### src/rtl/ex_mem_skid_reg.sv
// EX->MEM pipeline boundary: valid/ready handshake, 2-entry skid buffer, flush,
// and a saturating count of MEM stall cycles. ready_ex comes only from a register.
module ex_mem_skid_reg #(
  parameter int PC_W   = 32,
  parameter int DATA_W = 32,
  parameter int REG_AW = 5,
  parameter int CNT_W  = 16
) (
  input  logic              clk,
  input  logic              rst_n,
  input  logic              flush,
  input  logic              valid_ex,
  output logic              ready_ex,
  input  logic [PC_W-1:0]   pc_next_ex,
  input  logic [DATA_W-1:0] alu_result_ex,
  input  logic [DATA_W-1:0] read_data_2_ex,
  input  logic [REG_AW-1:0] write_register_ex,
  input  logic [6:0]        ctrl_ex,
  output logic              valid_mem,
  input  logic              ready_mem,
  output logic [PC_W-1:0]   pc_next_mem,
  output logic [DATA_W-1:0] alu_result_mem,
  output logic [DATA_W-1:0] read_data_2_mem,
  output logic [REG_AW-1:0] write_register_mem,
  output logic [6:0]        ctrl_mem,
  output logic [CNT_W-1:0]  stall_cnt
);

  typedef struct packed {
    logic [PC_W-1:0]   pc;
    logic [DATA_W-1:0] alu;
    logic [DATA_W-1:0] rd2;
    logic [REG_AW-1:0] wr;
    logic [6:0]        ctrl;
  } ent_t;

  ent_t in_e, m_q, s_q;
  logic m_vld, s_vld;
  logic in_fire, out_fire;

  assign in_e     = '{pc: pc_next_ex, alu: alu_result_ex, rd2: read_data_2_ex,
                      wr: write_register_ex, ctrl: ctrl_ex};
  assign ready_ex = ~s_vld;
  assign in_fire  = valid_ex & ready_ex;
  assign out_fire = m_vld & ready_mem;

  always_ff @(posedge clk or negedge rst_n) begin
    if (!rst_n) begin
      m_vld <= 1'b0;
      s_vld <= 1'b0;
      m_q   <= '0;
      s_q   <= '0;
    end else if (flush) begin
      m_vld <= 1'b0;
      s_vld <= 1'b0;
    end else if (s_vld) begin
      // Skid entry drains into main before any new input is taken.
      if (out_fire) begin
        m_q   <= s_q;
        s_vld <= 1'b0;
      end
    end else if (in_fire && (!m_vld || out_fire)) begin
      m_q   <= in_e;
      m_vld <= 1'b1;
    end else if (in_fire) begin
      s_q   <= in_e;
      s_vld <= 1'b1;
    end else if (out_fire) begin
      m_vld <= 1'b0;
    end
  end

  always_ff @(posedge clk or negedge rst_n) begin
    if (!rst_n)
      stall_cnt <= '0;
    else if (m_vld && !ready_mem && stall_cnt != {CNT_W{1'b1}})
      stall_cnt <= stall_cnt + 1'b1;
  end

  assign valid_mem          = m_vld;
  assign pc_next_mem        = m_q.pc;
  assign alu_result_mem     = m_q.alu;
  assign read_data_2_mem    = m_q.rd2;
  assign write_register_mem = m_q.wr;
  // Bubbles must never present live control bits to MEM.
  assign ctrl_mem           = m_q.ctrl & {7{m_vld}};

endmodule

### config.mk
export PLATFORM = sky130hd
export DESIGN_NAME = ex_mem_skid_reg
export DESIGN_NICKNAME = d
export VERILOG_FILES = /design/src/rtl/ex_mem_skid_reg.sv
export SDC_FILE = /design/constraint.sdc
export NUM_CORES = 1
export LEC_CHECK = 0
export ABC_AREA = 1
export BUFFER_PORTS_ARGS = -buffer_cell sky130_fd_sc_hd__clkbuf_2
export CORE_UTILIZATION = 35
export CTS_BUF_LIST = sky130_fd_sc_hd__clkbuf_2 sky130_fd_sc_hd__clkbuf_4 sky130_fd_sc_hd__clkbuf_8
export CTS_CLUSTER_DIAMETER = 120
export DETAILED_ROUTE_END_ITERATION = 8
export PLACE_DENSITY = 0.58
export SYNTH_ARGS = -nofsm -noshare
export SYNTH_HDL_FRONTEND = slang
export SYNTH_SLANG_ARGS = --single-unit
### constraint.sdc
create_clock -name clk -period 1.76 [get_ports clk]
set_input_delay 0.088 -clock clk [delete_from_list [all_inputs] [get_ports clk]]
set_output_delay 0.088 -clock clk [all_outputs]
set_load 0.02 [all_outputs]
==> impl_summary.txt <==
----------------------------------------------------
[Status]
  Status ... complete, no violations

[CTS]
  Maximum level of the CTS H-tree ... 2
  Clock sink total ... 234
  Clock slew at the register clock pins of the worst setup and hold paths ... 0.06 ns
  Max Root-Sink Buffers ... 3
  Number of post-CTS setup repair buffers ... 0
  Clock latency on the worst-skew pair ... 0.54 ns
  TritonCTS clock tree ... yes
  Clock tree root driver cell ... clkbuf_8
  Number of CTS-inserted buffers ... 44

[Timing]
  Shortest clock period the worst path allows after layout ... 1.65 ns
  Worst Slack Setup Final ... 0.107 ns
  Setup repair after global routing missed its margin ... false
  Number of pins exceeding their max-slew limit in the final report ... 0
  Fraction of the cycle the final worst path needs ... 0.939
  Transition time of the tightest slew-check pin ... 0.590 ns
  Max Fclk ... 605 MHz
  Slew headroom ... 0.607
  Setup TNS ... 0 ns
  Final-report hold violation count ... 0
  Final worst clock skew ... 0.0198 ns
  Number of setup violations in the final report ... 0

[Yosys]
  Combinational family with the most area after synthesis ... simple AND/OR/NAND/NOR gates
  Synthesized-area fraction occupied by ao, oa, aoi and oai cells ... 0.147
  Number of distinct library cells after synthesis ... 22
  Post-synth net total ... 1568
  Ys flop type ... dfrtp_1
  Fraction of synthesized cell area taken by the top area cell type ... 0.512
  Async set or reset register ratio after synthesis ... 1.00
  Average cell area after synthesis ... 7.87 um2
  Most instantiated cells after synthesis ... nand2_1, o21ai_0, dfrtp_1, inv_1, buf_4
  Biggest area consumer among synthesized cells ... dfrtp_1
  Synthesis warning total ... 0
  EDFF count, synth ... 0
  Mapped Cells ... 1454
  Top post-synthesis cells by area ... dfrtp_1, nand2_1, o21ai_0, buf_4, inv_1
  Simple-gate area share of the yosys netlist ... 0.189
  Post-synthesis share of cell area spent on xor and xnor gates ... 0.00383
  Multiplexer share of the synthesized area ... 0
  Summed instance area of the synthesized netlist ... 11400 um2
  Number of flip-flops and latches in the synthesized netlist ... 234
  Adder and majority cell fraction of the synthesized area ... 0.00109
  Proportion of synthesized chip area in sequential cells ... 0.512
  Most used standard cell by instance count after synthesis ... nand2_1

[Pwr]
  PwrDens ... 1190 nW/um2
  Static power due to leakage ... 7.65 nW
  Total power of the final layout ... 17.5 mW
  Peak supply drop ... 0.000588 V

[Drt]
  # DRC ... 0
  First DRT Iteration DRCs ... 564
  Post-DRT Antenna Nets ... 0
  First-pass iteration count of the detailed router ... 5
  Vias after detailed routing ... 9990
  Avg WL per Cell ... 14.3 um
  Final WL ... 31200 um
  Per-cell via count in the routed design ... 4.59

[Finish]
  Post-layout instance count excluding filler cells ... 2176
  Final layout net count ... 1821
  Growth of design area from synthesis to finish ... 28.2%
  Layout cell share with drive strength beyond 1 ... 0.211
  Final standard cell utilization of the core ... 0.460

[Worst setup path]
  Critical path launch point type ... flip-flop
  Worst Path Max Fanout ... 37
  Startpoint of the worst-slack reg-to-reg timing path ... stall_cnt[0]
  Required time of the worst setup path ... 1.67 ns
  Class of the most critical setup path ... flip-flop to primary output
  Data arrival, critical path ... 1.56 ns
  Setup crit end kind ... primary output
  Register-to-register setup slack ... 0.15 ns
  Launching instance or port of the critical path ... s_vld

[Die]
  Std-Cell Core Area ... 31900 um2
  Floorplan die width ... 183 um
  Overall die height ... 183 um
  Starting density of the core ... 0.359
  Ports ... 239
  Core Rows ... 65
  Area of the die ... 33400 um2

[Run]
  Max cap viols ... 0

[Global route]
  Number of global-route vias before repair ... 9864
  Total grt overflow ... 0
  Global-route usage over all layers ... 0.189
  Largest net degree at the start of global routing ... 154
  Global-route wire length before repair ... 50900 um
  Initial antenna violation count ... 2

[Placement]
  Final Wtd Congestion ... 0.812
  Setup slack at placement ... -0.108 ns
  Number of placed cells counting well taps ... 1981
  HPWL after detailed placement ... 18200 um
  Count of input and output buffers ... 238

[Worst hold path]
  Hold/Removal Path Class ... primary input to async pin

----------------------------------------------------
-- critical path, stage by stage (launching register included) --
cell      delay (ns)
dfrtp_4         0.57
buf_16          0.22
inv_1           0.07
clkbuf_2        0.16
-- power by group --
part / leakage (nW) / internal (mW) / switching [mW] / total [mW]
Clock: 0.515 / 3.50 / 2.35 / 5.85
Combinational: 4.17 / 1.52 / 2.60 / 4.12
Sequential: 2.96 / 6.74 / 0.737 / 7.48
-- area by class of cell --
type / instances / area, um2
Fill cell: 3148 / 17200
Sequential cell: 234 / 5860
Multi-Input combinational cell: 897 / 3920
Timing Repair Buffer: 391 / 2830
Clock buffer: 68 / 848
Tap cell: 435 / 544
Inverter: 139 / 522
Clock inverter: 10 / 130
Antenna cell: 2 / 5.00
-- layer usage --
| metal | up-vias | wire length [um] | GRT usage |
|---|---|---|---|
| met5 | - | 0 | 0 |
| met4 | 0 | 676 | 0.0553 |
| met3 | 51 | 1690 | 0.0367 |
| met2 | 277 | 14300 | 0.314 |
| met1 | 4692 | 14500 | 0.252 |
| li1 | 4970 | - | - |
-- metrics by stage --
stage | hold slack, ns | instance area (um2)
global placement | 0.0741 | 12500
detailed placement | 0.0743 | 12500
finish | 0.0855 | 14700
floorplan | -0.208 | 11400
CTS | 0.0754 | 14600
global route | 0.103 | 14700
-- kinds of logic (layout without fill, tap and decap cells) --
logic type	after synthesis	after routing
AND/OR/NAND/NOR	557	557
AO/OA/AOI/OAI	334	334
buffers and inverters	323	608
flip-flops	234	234
XOR/XNOR	5	5
adder cells (fa/ha/maj)	1	1
other	0	2
-- repair_timing --
| item | in CTS | in global routing |
|---|---|---|
| pin swaps | 0 | 0 |
| hold buffers | 113 | 0 |
| gates cloned | 2 | 0 |
| hold endpoints to repair | 453 | 0 |
| gates resized for setup | 2 | 3 |
| setup endpoints to repair | 13 | 57 |
-- layout by cell type, fill, tap and decap left out, types with 3 or more instances in the layout --
| master | n |
|---|---|
| buf_12 | 10 |
| buf_4 | 26 |
| bufinv_16 | 3 |
| clkbuf_2 | 237 |
| clkbuf_4 | 14 |
| clkbuf_8 | 54 |
| clkinv_2 | 5 |
| dfrtp_1 | 233 |
| dlygate4sd3_1 | 113 |
| inv_1 | 137 |
| nand2_1 | 515 |
| nand3_1 | 8 |
| nand4_1 | 7 |
| nor2_1 | 19 |
| o21ai_0 | 325 |
| o21ai_1 | 7 |
| xor2_1 | 3 |
-- sequential cells by signal (all words and copies together), names as in the netlist --
register            cells
read_data_2_mem        32
s_q                   108
valid_mem               1
write_register_mem      5
m_q                     7
alu_result_mem         32
stall_cnt              16
pc_next_mem            32
s_vld                   1
-- path summary, 6_finish.rpt --
check / endpoint / cells past startpoint
hold / removal: stall_cnt[6] / 2
setup reg to reg: stall_cnt[4] / 7
min in group clk: s_q[97] / 4
hold reg to reg: alu_result_mem[14] / 2
max in group asynchronous: pc_next_mem[12] / 3
setup / recovery: ready_ex / 3
(Power assumes the default switching activity.)
